## src/rtl/gf8_poly_reducer.sv

```systemverilog
// Sequential GF(2^8) reduction of a 15-bit carry-less product modulo {1, POLY}.
// Reduces one bit position per cycle, from x^14 down to x^8, with a constant 7-cycle reduce phase.
module gf8_poly_reducer #(
  parameter logic [7:0] POLY = 8'h1B
) (
  input  logic        clk,
  input  logic        rst_n,
  input  logic        in_valid,
  output logic        in_ready,
  input  logic [14:0] in_prod,
  output logic        out_valid,
  input  logic        out_ready,
  output logic [7:0]  out_res
);

  typedef enum logic [1:0] {IDLE, RED, DONE} state_t;

  state_t      state_reg;
  logic [14:0] work_reg;
  logic [14:0] work_next;
  logic [3:0]  cnt_reg;
  logic [7:0]  res_reg;
  logic        out_valid_reg;

  logic [8:0]  poly_full;
  logic [14:0] poly_mask;
  logic        lead_bit;

  assign poly_full = {1'b1, POLY};
  // Align the polynomial's x^8 term with the bit currently being cleared.
  assign poly_mask = {6'b0, poly_full} << (cnt_reg - 4'd8);
  assign lead_bit  = work_reg[cnt_reg];

  genvar gi;
  generate
    for (gi = 0; gi < 15; gi++) begin : g_step
      assign work_next[gi] = work_reg[gi] ^ (lead_bit & poly_mask[gi]);
    end
  endgenerate

  // Acceptance in DONE passes straight through from the consumer.
  assign in_ready  = (state_reg == IDLE) || ((state_reg == DONE) && out_ready);
  assign out_valid = out_valid_reg;
  assign out_res   = res_reg;

  always_ff @(posedge clk) begin
    if (!rst_n) begin
      state_reg     <= IDLE;
      work_reg      <= 15'h0000;
      cnt_reg       <= 4'd0;
      res_reg       <= 8'h00;
      out_valid_reg <= 1'b0;
    end else begin
      case (state_reg)
        IDLE: begin
          if (in_valid) begin
            work_reg  <= in_prod;
            cnt_reg   <= 4'd14;
            state_reg <= RED;
          end
        end
        RED: begin
          work_reg <= work_next;
          cnt_reg  <= cnt_reg - 4'd1;
          if (cnt_reg == 4'd8) begin
            res_reg       <= work_next[7:0];
            out_valid_reg <= 1'b1;
            state_reg     <= DONE;
          end
        end
        DONE: begin
          if (out_ready) begin
            out_valid_reg <= 1'b0;
            if (in_valid) begin
              work_reg  <= in_prod;
              cnt_reg   <= 4'd14;
              state_reg <= RED;
            end else begin
              state_reg <= IDLE;
            end
          end
        end
        default: state_reg <= IDLE;
      endcase
    end
  end

endmodule
```

## config.mk

```make
export PLATFORM = sky130hd
export DESIGN_NAME = gf8_poly_reducer
export DESIGN_NICKNAME = d
export VERILOG_FILES = /design/src/rtl/gf8_poly_reducer.sv
export SDC_FILE = /design/constraint.sdc
export NUM_CORES = 1
export LEC_CHECK = 0
export ABC_AREA = 0
export CAP_MARGIN = 5
export CELL_PAD_IN_SITES_DETAIL_PLACEMENT = 0
export CELL_PAD_IN_SITES_GLOBAL_PLACEMENT = 1
export CORE_ASPECT_RATIO = 1.25
export CORE_MARGIN = 3
export CORE_UTILIZATION = 40
export DETAILED_ROUTE_END_ITERATION = 16
export GPL_ROUTABILITY_DRIVEN = 1
export GPL_TIMING_DRIVEN = 0
export PLACE_DENSITY_LB_ADDON = 0.1
export SYNTH_ARGS = -nofsm -noshare
export SYNTH_HDL_FRONTEND = slang
export SYNTH_SLANG_ARGS = --single-unit
```

## constraint.sdc

```tcl
create_clock -name clk -period 2.45 [get_ports clk]
set_input_delay 0.245 -clock clk [delete_from_list [all_inputs] [get_ports clk]]
set_output_delay 0.245 -clock clk [all_outputs]
set_load 0.01 [all_outputs]
```

# ---- After elaboration in Yosys (flattened, before gate mapping)
# Index checks and enable logic that the tools add are counted.
dict set report op_classes {
  add_sub_neg 2
  n_mul 0
  div 0
  order_cmp 1
  eq_ne 6
  n_shift 1
  n_mux 16
  bitwise 30
  n_reduce_logical 9
}
# cell n
set ops {}
lappend ops {{$pmux 15 s3} 1}
lappend ops {{$mux 15} 2}
lappend ops {{$and 1x1->1} 15}
lappend ops {{$shl 9x4->15 const A} 1}
lappend ops {{$xor 1x1->1} 15}
lappend ops {{$pmux 4 s3} 1}
lappend ops {{$mux 4} 2}
lappend ops {{$mux 2} 3}
lappend ops {{$ne 2x2->1 const B} 3}
lappend ops {{$pmux 2 s3} 1}
lappend ops {{$reduce_and 3->1} 2}
lappend ops {{$lt 4x5->1 const B} 1}
lappend ops {{$bmux 1 s4} 1}
lappend ops {{$eq 4x4->1 const B} 1}
lappend ops {{$mux 1} 4}
lappend ops {{$reduce_and 2->1} 2}
lappend ops {{$sub 4x1->4 const B} 1}
lappend ops {{$sub 4x4->4 const B} 1}
lappend ops {{$reduce_bool 3->1} 1}
lappend ops {{$eq 2x1->1 const B} 1}
lappend ops {{$eq 2x2->1 const B} 1}
lappend ops {{$logic_not 2->1} 1}
lappend ops {{$pmux 1 s2} 1}
lappend ops {{$reduce_bool 2->1} 1}
lappend ops {{other kinds (2)} 2}
dict set report totals {
  regBits 30
  latchBits 0
  mem_bits_rw 0
  romBits 0
  input_bits 19
  out_inout_bits 10
  wordCells 70
  memories 0
}

# ---- Logic depth before layout (Yosys ltp)
# Gate-level depths: netlist of the first run.
dict set report depth {
  ltp_word 5
  depth_mapped 9
  ltp_nobuf 7
}

# ---- Worst setup path after synthesis of the first run
# Ideal clock, no wire load.
dict set report synth_path {
  path_kind {register -> register}
  startpoint {register cnt_reg[0]}
  endpoint {register work_reg[11]}
  setup_ps 120
  arrival_ps 1924
  slack_ps 406
  stages_incl_launch_ff 8
  n_path_buf 2
  period_less_slack_ps 2044
  path_cell_list {dfxtp_1 buf_6 mux2_2 a221o_1 buf_6 o21a_4 and3_1 o31a_1}
}
dict set report synth_via {
  elab_chain_cells 5
  elab_cells_between_ends 7
}
# item line
set synth_lines {}
lappend synth_lines {{from (decl)} 21} ;# logic [3:0] cnt_reg;
lappend synth_lines {{from (signal assigned)} 64} ;# cnt_reg <= cnt_reg - 4'd1;
lappend synth_lines {{$sub 4x4->4 / $bmux 1 s4 (equally long branches)} {31, 32}}
lappend synth_lines {{$shl 9x4->15 / $mux 1 (equally long branches)} {31, 32}}
lappend synth_lines {{$and 1x1->1 *} 37} ;# assign work_next[gi] = work_reg[gi] ^ (lead_bit & poly_mask[gi]);
lappend synth_lines {{$xor 1x1->1 *} 37}
lappend synth_lines {{$pmux 15 s3 *} 54} ;# case (state_reg)
lappend synth_lines {{to (signal assigned)} 57} ;# work_reg <= in_prod;
lappend synth_lines {{to (signal assigned)} 63} ;# work_reg <= work_next;
lappend synth_lines {{to (signal assigned)} 75} ;# work_reg <= in_prod;
lappend synth_lines {{to (decl)} 19} ;# logic [14:0] work_reg;
# Every way passes the cells marked *; elsewhere a longest branch is shown, timed or not. The select of a mux whose other input is x is not followed.
# A chain may end at the register's enable or synchronous reset.

# ---- Worst setup path after layout of the first run
dict set report layout_path {
  startpoint {register cnt_reg[0]}
  endpoint {register work_reg[5]}
}
# Same word-level chain as after synthesis.

==> reports/qor.yml, run 1 <==
status: "finished clean"
grt_pass1_vias: 1853
synth_edf_count: 0
hold_slack_ps: 494.3
hold_viol: 0
drive_gt1_share_pct: 9.474
layout_commonest_cell: "dfxtp_1"
via_per_inst: 5.757
synth_nets: 274
ioPinCount: 29
fin_skew_ps: 3.218
post-route-drc-count: 0
grt_usage_pct: 21.01
tightestPinTransition_ps: 554.9
power.leakage_nw: 0.9069
avgSynthCellArea_um2: 8.080
cts_setup_buffers: 0
irDropWorstVdd_v: 0.0002950
drt_iter0_drc: 120
total_power_mw: 1.431
postCtsResizedCells: 0
slew_headroom_pct: 63.01
netlist_instances: 249
yosys_warnings: 0
antenna_cells: 0
p_seq_share_pct: 39.6
hold_depth: 2
htree_levels: 2
path_class: "reg2reg"
p_clk_share_pct: 29.3
maxCapViolCount: 0
cts-root-buf: "clkbuf_8"
synthToLayoutAreaGrowth_pct: 22.57
power_frac_comb_pct: 31.1
cp-end-kind: "register"
grt_pass1_wl_mm: 9.839
fin_ws_ps: 181.6
die_h_um: 85.29
first_pass_iters: 4
clock_path_buffers: 2
post-route-min-period_ps: 2268
p_per_area_nw_per_um2: 580.3
syn-cell-area_um2: 2012
rsz0062_at_grt: "false"
p_int_mw: 0.9391
ys_ff_latch: 30
antenna_found_initial: 0
grt_max_degree: 11
setup_viol: 0
cts_tree: "built"
crit_fanout: 10
hp-class: "reg2reg"
crit_arrival_ps: 2480
cts-buffers-inserted: 5
worstSkewPairLatency_ps: 280
most-common-layout-cells: "30 x dfxtp_1, 28 x clkdlybuf4s50_1, 18 x a21oi_1"
coreArea_um2: 4800
hold_buffers: 0
start_util_pct: 41.92
largest_reg_flops: 15
cts_sinks: 30
dieWidth_um: 69.44
fin_crit_sh_pct: 92.59
layout.nets: 309
power.switching_mw: 0.4919
dieArea_um2: 5922
wl_per_cell_um: 17.38
wl_mm: 5.997
routabilityCongestion: 0.8795
report.final.slew_viol_count: 0
path_clk_slew_ps: 70
cp.required_ps: 2660
grt.overflow.total: 0
fmax_ghz: 0.4408
synth-async-reset-ratio_pct: 0
postRouteAntennaNets: 0
port_buffers: 28
fp-row-count: 28
final_core_util_pct: 51.38
cp-start-kind: "register"
ys_seq_area_share_pct: 29.85
synth.distinct_cells: 44
r2r_cells: 9
num_vias: 1986
swShare_pct: 34.37
ys.flop_type: "dfxtp_1"
dpl.hpwl_mm: 4.425
preCtsSetupSlack_ps: -47.71
cell usage after synthesis, drive strengths merged, types with 4 or more instances:
master / number / share of area, %
nor2: 14 / 2.6
o211ai: 12 / 4.5
inv: 9 / 1.7
or3: 5 / 1.6
a22oi: 6 / 2.2
mux2: 7 / 4.1
nor2b: 5 / 1.6
and3: 6 / 1.9
dfxtp: 30 / 30
ha: 6 / 3.7
buf: 12 / 3.9
mux2i: 4 / 2.0
a211o: 5 / 2.2
nand2: 17 / 3.2
o21a: 7 / 3.0
xor2: 6 / 2.6
nand2b: 4 / 1.2
clkbuf: 10 / 1.9
a31oi: 15 / 4.7
and2: 10 / 3.1
o21ai: 14 / 3.7
nand3: 5 / 1.2
a21oi: 18 / 4.5
cell type report:
type	instances	area, um2
plain buffers	22	115.1
clock buffers	7	86.33
clock inverters	1	5.005
fillers	490	2333
inverters	9	33.78
multi-input cells	188	1270
flip-flops and latches	30	600.6
well taps	60	75.07
repair buffers	28	280.3
logic make-up after synthesis:
logic type / share of synthesized area, %
DFF: 29.85
buffers and inverters: 7.400
xor gates and xnor gates: 3.047
AOI/OAI and AO/OA: 31.97
adders and majority gates: 3.731
and+or+nand+nor: 17.91
muxes: 6.094
critical path, stage by stage, from the launching register on:
cell and delay (ps):
dfxtp_1 400, buf_6 160, buf_4 190, inv_1 110, ha_1 360, inv_1 120
nor2_1 260, nor2_1 110, or3_1 320, a31oi_1 160
power groups by stage:
| stage | combinational [mW] | clock (mW) | sequential (mW) |
|---|---|---|---|
| 6_report | 0.445 | 0.420 | 0.566 |
| 5_1_grt | 0.489 | 0.456 | 0.572 |
| 2_1_floorplan | 0.295 | 0 | 0.569 |
| 4_1_cts | 0.441 | 0.430 | 0.566 |
| 3_3_place_gp | 0.437 | 0 | 0.577 |
| 3_5_place_dp | 0.437 | 0 | 0.577 |
worst paths after layout:
check / start / to / slack [ps]
worst min register to register: work_reg[7] / out_res[7] / 490
worst min-delay path: work_reg[7] / out_res[7] / 490
worst max-delay path: cnt_reg[0] / work_reg[5] / 180
worst max register to register: cnt_reg[0] / work_reg[5] / 180
metal layers:
| layer | routed length (um) | global-route usage, % |
|---|---|---|
| met5 | 0 | 0 |
| met4 | 116 | 8.348 |
| met3 | 250 | 3.199 |
| met2 | 2902 | 34.81 |
| met1 | 2728 | 27.31 |
metrics by stage:
step | std cells | TNS, ps | instance area (um2)
2_1_floorplan | 249 | 0 | 2012
3_3_place_gp | 337 | -49.29 | 2367
3_5_place_dp | 337 | -60.99 | 2367
4_1_cts | 345 | 0 | 2459
5_1_grt | 345 | 0 | 2466
6_report | 345 | 0 | 2466
No activity file was read; power rests on OpenSTA's default activity.
==> inputs of run 2 (changes only) <==
--- a/config.mk
+++ b/config.mk
@@ -5,13 +5,13 @@
 export SDC_FILE = /design/constraint.sdc
 export NUM_CORES = 1
 export LEC_CHECK = 0
-export ABC_AREA = 0
-export CAP_MARGIN = 5
+export ABC_AREA = 1
 export CELL_PAD_IN_SITES_DETAIL_PLACEMENT = 0
 export CELL_PAD_IN_SITES_GLOBAL_PLACEMENT = 1
 export CORE_ASPECT_RATIO = 1.25
 export CORE_MARGIN = 3
-export CORE_UTILIZATION = 40
+export CORE_UTILIZATION = 39
+export CTS_BUF_LIST = sky130_fd_sc_hd__clkbuf_4 sky130_fd_sc_hd__clkbuf_8
 export DETAILED_ROUTE_END_ITERATION = 16
 export GPL_ROUTABILITY_DRIVEN = 1
 export GPL_TIMING_DRIVEN = 0
==> run 2 against run 1 <==
  * Hold slack got worse by 22 ps
  * Flip-flop and latch count did not move
  * Sequential power rose by 3%
  * Setup slack improved by 270 ps
  * Critical path depth rose by 1
  * Clock skew rose by 2.5 ps
  * Sequential share of layout area rose by 0.57 points
  * Critical endpoint is now work_reg[14]
==> reports/qor.yml, run 2 <==
post-route-min-period_ps: 2000  # was 2268 ps
post-route-drc-count: 0  # unchanged
syn-cell-area_um2: 1959  # was 2012 um2
synth_top_area_share_pct: 30.65  # was 29.85%
cp_num_buf_inv: 2  # was 4
grt.overflow.total: 0  # unchanged
rsz0062_at_grt: "false"  # unchanged
cp-end-kind: "register"  # unchanged
p_clk_share_pct: 27.7  # was 29.3%
start_util_pct: 40.82  # was 41.92%
netlist_top_cells_count: "79 x nand2_1, 41 x nor2_1, 35 x o21ai_0"  # was 30 x dfxtp_1, 18 x a21oi_1, 17 x nand2_1
netlist_instances: 313  # was 249
path_common_cell: "nand2_1"
swShare_pct: 38.02  # was 34.37%
p_int_mw: 0.9668  # was 0.9391 mW
routabilityCongestion: 0.8629  # was 0.8795
grt_max_degree: 13  # was 11
ys_top_cells_by_area: "dfxtp_1 31%, nand2_1 15%, o21ai_0 8.9%"  # was dfxtp_1 30%, a31oi_1 4.7%, a21oi_1 4.5%
multi_input_area_um2: 1139  # was 1270 um2
power.leakage_nw: 1.083  # was 0.9069 nW
synth.distinct_cells: 28  # was 44
rr_startpoint: "cnt_reg[1]"  # was cnt_reg[0]
hold_depth: 2  # unchanged
power.switching_mw: 0.5929  # was 0.4919 mW
worstSkewPairLatency_ps: 290  # was 280 ps
slowest_delay_ps: 370  # was 400 ps
dieWidth_um: 69.40  # was 69.44 um
fin_area_um2: 2410  # was 2466 um2
cts-buffers-inserted: 5  # unchanged
ioPinCount: 29  # unchanged
irDropWorstVdd_v: 0.0002908  # was 0.0002950 V
status: "finished clean"  # unchanged
finalSetupTns_ps: 0  # unchanged
layout_commonest_cell: "nand2_1"  # was dfxtp_1
nFillCells: 517  # was 490
p_per_area_nw_per_um2: 647.2  # was 580.3 nW/um2
synth_top_cell_by_area: "dfxtp_1"  # unchanged
setup_viol: 0  # unchanged
layout.nets: 373  # was 309
maxCapViolCount: 0  # unchanged
grt_usage_pct: 18.81  # was 21.01%
fp-row-count: 28  # unchanged
antenna_cells: 0  # unchanged
final_core_util_pct: 50.21  # was 51.38%
cts_tree: "built"  # unchanged
dpl.cell_count: 401  # was 337
drive_gt1_share_pct: 8.883  # was 9.474%
cts_setup_buffers: 0  # unchanged
ys_seq_area_share_pct: 30.65  # was 29.85%
hold_buffers: 0  # unchanged
wl_per_cell_um: 12.80  # was 17.38 um
min_to: "out_res[6]"  # was out_res[7]
r2r_end: "work_reg[14]"  # was work_reg[5]
ys_ff_latch: 30  # unchanged
port_buffers: 28  # unchanged
fmax_ghz: 0.5001  # was 0.4408 GHz
p_seq_share_pct: 37.5  # was 39.6%
clock_path_buffers: 2  # unchanged
dieArea_um2: 5916  # was 5922 um2
cts_sinks: 30  # unchanged
total_power_mw: 1.560  # was 1.431 mW
seq_area_um2: 600.6  # unchanged
ys.flop_type: "dfxtp_1"  # unchanged
dpl-instance-area_um2: 2315  # was 2367 um2
postCtsResizedCells: 0  # unchanged
yosys_warnings: 0  # unchanged
stdcell_count: 409  # was 345
path_class: "reg2reg"  # unchanged
synth-async-reset-ratio_pct: 0  # unchanged
tightestPinTransition_ps: 587.9  # was 554.9 ps
path_depth: 10  # was 9
cp_cell_sequence: "buf_2, inv_2, ha_1, nor2_1, o31ai_1, nand2_1, nand2_1, nand3_1, nand2_1, a21oi_1"  # was buf_6, buf_4, inv_1, ha_1, inv_1, nor2_1, nor2_1, or3_1, a31oi_1
power_frac_comb_pct: 34.8  # was 31.1%
htree_levels: 2  # unchanged
grt_pass1_wl_mm: 8.914  # was 9.839 mm
ff2ff_setup_slack_ps: 450  # was 180 ps
crit_arrival_ps: 2150  # was 2480 ps
wl_mm: 5.234  # was 5.997 mm
antenna_found_initial: 0  # unchanged
avgSynthCellArea_um2: 6.260  # was 8.080 um2
most-common-layout-cells: "79 x nand2_1, 41 x nor2_1, 35 x o21ai_0"  # was 30 x dfxtp_1, 28 x clkdlybuf4s50_1, 18 x a21oi_1
cts-root-buf: "clkbuf_8"  # unchanged
synth_edf_count: 0  # unchanged
fin_skew_ps: 5.717  # was 3.218 ps
largest_reg_flops: 15  # unchanged
hold_viol: 0  # unchanged
cp-start-kind: "register"  # unchanged
grt_pass1_vias: 1932  # was 1853
yosysMostFrequentCell: "nand2_1"  # was dfxtp_1
min-delay-start: "out_res[6]"  # was work_reg[7]
path_clk_slew_ps: 70  # about the same
num_vias: 1987  # was 1986
postRouteAntennaNets: 0  # unchanged
dpl.hpwl_mm: 3.921  # was 4.425 mm
hp-class: "reg2reg"  # unchanged
via_per_inst: 4.858  # was 5.757
synthToLayoutAreaGrowth_pct: 22.99  # was 22.57%
cp.required_ps: 2600  # was 2660 ps
coreArea_um2: 4800  # unchanged
r2r_cells: 10  # was 9
report.final.slew_viol_count: 0  # unchanged
synth_nets: 338  # was 274
crit_path_top_delay_cell: "ha_1"  # was dfxtp_1
crit_fanout: 8  # was 10
fin_crit_sh_pct: 81.61  # was 92.59%
first_pass_iters: 4  # unchanged
crit_family: "compound AO/OA/AOI/OAI gates"  # was simple AND/OR/NAND/NOR gates
die_h_um: 85.25  # was 85.29 um
slew_headroom_pct: 60.81  # was 63.01%
drt_iter0_drc: 63  # was 120
==> run 2: worst max-delay path by stage <==
stage | slack [ps] | endpoint | start
2_1_floorplan | 750 | work_reg[9] | cnt_reg[0]
3_3_place_gp | 460 | work_reg[13] | cnt_reg[1]
3_5_place_dp | 470 | work_reg[13] | cnt_reg[1]
4_1_cts | 450 | work_reg[13] | cnt_reg[1]
5_1_grt | 260 | work_reg[13] | cnt_reg[1]
6_report | 450 | work_reg[14] | cnt_reg[1]
==> run 2: kinds of logic (layout without fill, tap and decap cells) <==
kind of cell / Yosys count / in the layout / share of synthesized area [%]
compound gates: 63 / 63 / 17.24
xor+xnor: 8 / 8 / 3.576
fa+ha+maj: 6 / 6 / 3.831
buf+inv: 53 / 89 / 11.24
flops: 30 / 30 / 30.65
simple gates: 153 / 153 / 33.46
==> run 2: worst min-delay path, stage by stage (launching register included) <==
cell	delay [ps]
dfxtp_1	310
nand2_1	60
a21oi_1	60
==> run 2: cell type report <==
| type | count | share of cell area, % |
|---|---|---|
| Sequential cell | 30 | 24.92 |
| Clock inverter | 2 | 0.5192 |
| Tap cell | 60 | 3.115 |
| Buffer | 14 | 3.063 |
| Inverter | 39 | 6.075 |
| Clock buffer | 6 | 3.427 |
| Timing Repair Buffer | 28 | 11.63 |
| Multi-Input combinational cell | 230 | 47.25 |
==> run 2: power by group through the flow <==
stage          combinational (mW)  sequential, mW  clock (mW)
2_1_floorplan               0.392           0.588           0
6_report                    0.543           0.585       0.432
3_5_place_dp                0.546           0.596           0
5_1_grt                     0.621           0.593       0.471
3_3_place_gp                0.545           0.595           0
4_1_cts                     0.549           0.585       0.444
==> run 2: routing by layer <==
metal	vias up	GRT usage, %	share of wire [%]
li1	1056	-	-
met1	873	22.44	46
met2	45	31.77	47
met3	13	4.384	3.7
met4	0	8.881	3.2
met5	-	0	0
==> run 2: stage by stage <==
step / hold slack (ps) / setup WS, ps
final: 472.8 / 450.5
after global routing: 487.7 / 255.4
after CTS: 477.8 / 454.7
after detailed placement: 458.6 / 472.1
after global placement: 458.8 / 456.4
after floorplan: 457.4 / 747.0
==> inputs of run 3 (changes only) <==
==> constraint.sdc (replaced) <==
create_clock -name clk -period 2.1 [get_ports clk]
set_input_delay 0.21 -clock clk [delete_from_list [all_inputs] [get_ports clk]]
set_output_delay 0.21 -clock clk [all_outputs]
set_load 0.01 [all_outputs]
==> run 3 against run 2 <==
  * Count of clock-buffer cells in the layout unchanged
  * Hold slack about the same
  * First-iteration DRC count is 6.3% lower
  * Non-clock buffer count unchanged
  * Critical path type unchanged
  * Critical endpoint is now work_reg[6]
==> reports/qor.yml, run 3 (synthesis results as in run 2) <==
first_pass_iters: 4  # unchanged
use_met3_pct: 4.384  # unchanged
cp.required_ps: 2320  # was 2600 ps
p_per_area_nw_per_um2: 755.3  # was 647.2 nW/um2
hp-class: "reg2reg"  # unchanged
grt_pass1_wl_mm: 8.914  # unchanged
cts_setup_buffers: 0  # unchanged
setup_viol: 0  # unchanged
wl_per_cell_um: 12.81  # was 12.80 um
total_power_mw: 1.829  # was 1.560 mW
start_util_pct: 40.82  # unchanged
layout.nets: 373  # unchanged
slowest_delay_ps: 380  # was 370 ps
fin_ws_ps: 178.3  # was 450.5 ps
finalSetupTns_ps: 0  # unchanged
busiest_layer: "met2"  # unchanged
post-route-min-period_ps: 1922  # was 2000 ps
stdcell_count: 409  # unchanged
path_class: "reg2reg"  # unchanged
cp-start-kind: "register"  # unchanged
synthToLayoutAreaGrowth_pct: 23.56  # was 22.99%
cts_tree: "built"  # unchanged
tightestPinTransition_ps: 584.7  # was 587.9 ps
antenna_found_initial: 0  # unchanged
grt_pass1_vias: 1932  # unchanged
worstSkewPairLatency_ps: 290  # about the same
routabilityCongestion: 0.8629  # unchanged
fin_crit_sh_pct: 91.51  # was 81.61%
postRouteAntennaNets: 0  # unchanged
seq_area_um2: 601.8  # was 600.6 um2
grt_use_met2_pct: 31.77  # unchanged
cts_sinks: 30  # unchanged
dpl.hpwl_mm: 3.921  # unchanged
grt_max_degree: 13  # unchanged
layout_commonest_cell: "nand2_1"  # unchanged
status: "finished clean"  # unchanged
path_clk_slew_ps: 70  # about the same
crit_family: "buffers and inverters"  # was compound AO/OA/AOI/OAI gates
antenna_cells: 0  # unchanged
via_per_inst: 4.841  # was 4.858
crit_path_top_delay_cell: "ha_1"  # unchanged
hold_viol: 0  # unchanged
grt.overflow.total: 0  # unchanged
power.leakage_nw: 1.085  # was 1.083 nW
irDropWorstVdd_v: 0.0003389  # was 0.0002908 V
fp-row-count: 28  # unchanged
cts-root-buf: "clkbuf_8"  # unchanged
htree_levels: 2  # unchanged
report.final.slew_viol_count: 0  # unchanged
fmax_ghz: 0.5204  # was 0.5001 GHz
multi_input_area_um2: 1146  # was 1139 um2
die_h_um: 85.25  # unchanged
dieWidth_um: 69.40  # unchanged
grt_usage_pct: 18.81  # unchanged
num_vias: 1980  # was 1987
crit_arrival_ps: 2140  # was 2150 ps
coreArea_um2: 4800  # unchanged
ioPinCount: 29  # unchanged
use_met1_pct: 22.44  # unchanged
cp-end-kind: "register"  # unchanged
port_buffers: 28  # unchanged
cp_num_buf_inv: 3  # was 2
fin_area_um2: 2421  # was 2410 um2
nFillCells: 514  # was 517
final_core_util_pct: 50.44  # was 50.21%
maxCapViolCount: 0  # unchanged
fin_skew_ps: 5.109  # was 5.717 ps
cts-buffers-inserted: 5  # unchanged
crit_fanout: 8  # unchanged
wl_mm: 5.239  # was 5.234 mm
dieArea_um2: 5916  # unchanged
cp_cell_sequence: "clkbuf_4, inv_2, ha_1, nor2_2, inv_1, nand4_1, xnor2_1, nand2_1, a21oi_1"  # was buf_2, inv_2, ha_1, nor2_1, o31ai_1, nand2_1, nand2_1, nand3_1, nand2_1, a21oi_1
drive_gt1_share_pct: 9.742  # was 8.883%
rsz0062_at_grt: "false"  # unchanged
preCtsSetupSlack_ps: 122.1  # was 472.1 ps
drt_iter0_drc: 59  # was 63
dpl.cell_count: 401  # unchanged
clock_path_buffers: 2  # unchanged
most-common-layout-cells: "79 x nand2_1, 40 x nor2_1, 34 x o21ai_0"  # was 79 x nand2_1, 41 x nor2_1, 35 x o21ai_0
hold_slack_ps: 472.8  # about the same
post-route-drc-count: 0  # unchanged
dpl-instance-area_um2: 2315  # unchanged
slew_headroom_pct: 61.02  # was 60.81%
largest_reg_flops: 15  # unchanged
run 3: cell count changes in the layout (fill, tap and decap cells not counted), sizes merged:
cell    delta
buf        -1
clkbuf     +1
run 3: what timing repair did:
action | 4_1_cts | 5_1_grt
setup endpoints to repair | 0 | 5
hold buffers | 0 | 0
gates resized for setup | 0 | 5
run 3: area by class of cell:
type | instances | share of cell area (%)
buffer | 14 | 3.152
multi-input combinational | 230 | 47.34
timing repair buffer | 28 | 11.58
tap | 60 | 3.101
clock inverter | 2 | 0.5168
inverter | 39 | 6.047
clock buffer | 6 | 3.411
sequential | 30 | 24.86
run 3: path summary, 6_finish.rpt:
check	from	slack [ps]	to	cells past startpoint
setup / recovery	cnt_reg[1]	180	work_reg[6]	9
hold / removal	out_res[6]	470	out_res[6]	2
setup reg to reg	cnt_reg[1]	180	work_reg[6]	9
hold reg to reg	out_res[6]	470	out_res[6]	2
run 3: routing by layer:
layer	part of all wire (%)	wire length (um)	up-vias
li1	-	-	1055
met1	46	2399	877
met2	48	2513	37
met3	3.5	183	11
met4	2.7	142	0
met5	0	0	-
run 3: report_power, final:
part / total [mW] / leakage (nW) / internal (mW) / switching (mW)
logic: 0.640 / 0.791 / 0.240 / 0.400
clock network: 0.504 / 0.0472 / 0.263 / 0.241
registers: 0.684 / 0.247 / 0.629 / 0.0548
total: 1.83 / 1.09 / 1.13 / 0.696
run 3: worst min-delay path, delay by kind of cell (launching register included):
family             cells  cell delay (ps)
AOI/OAI and AO/OA      1               60
and+or+nand+nor        1               60
DFF                    1              310
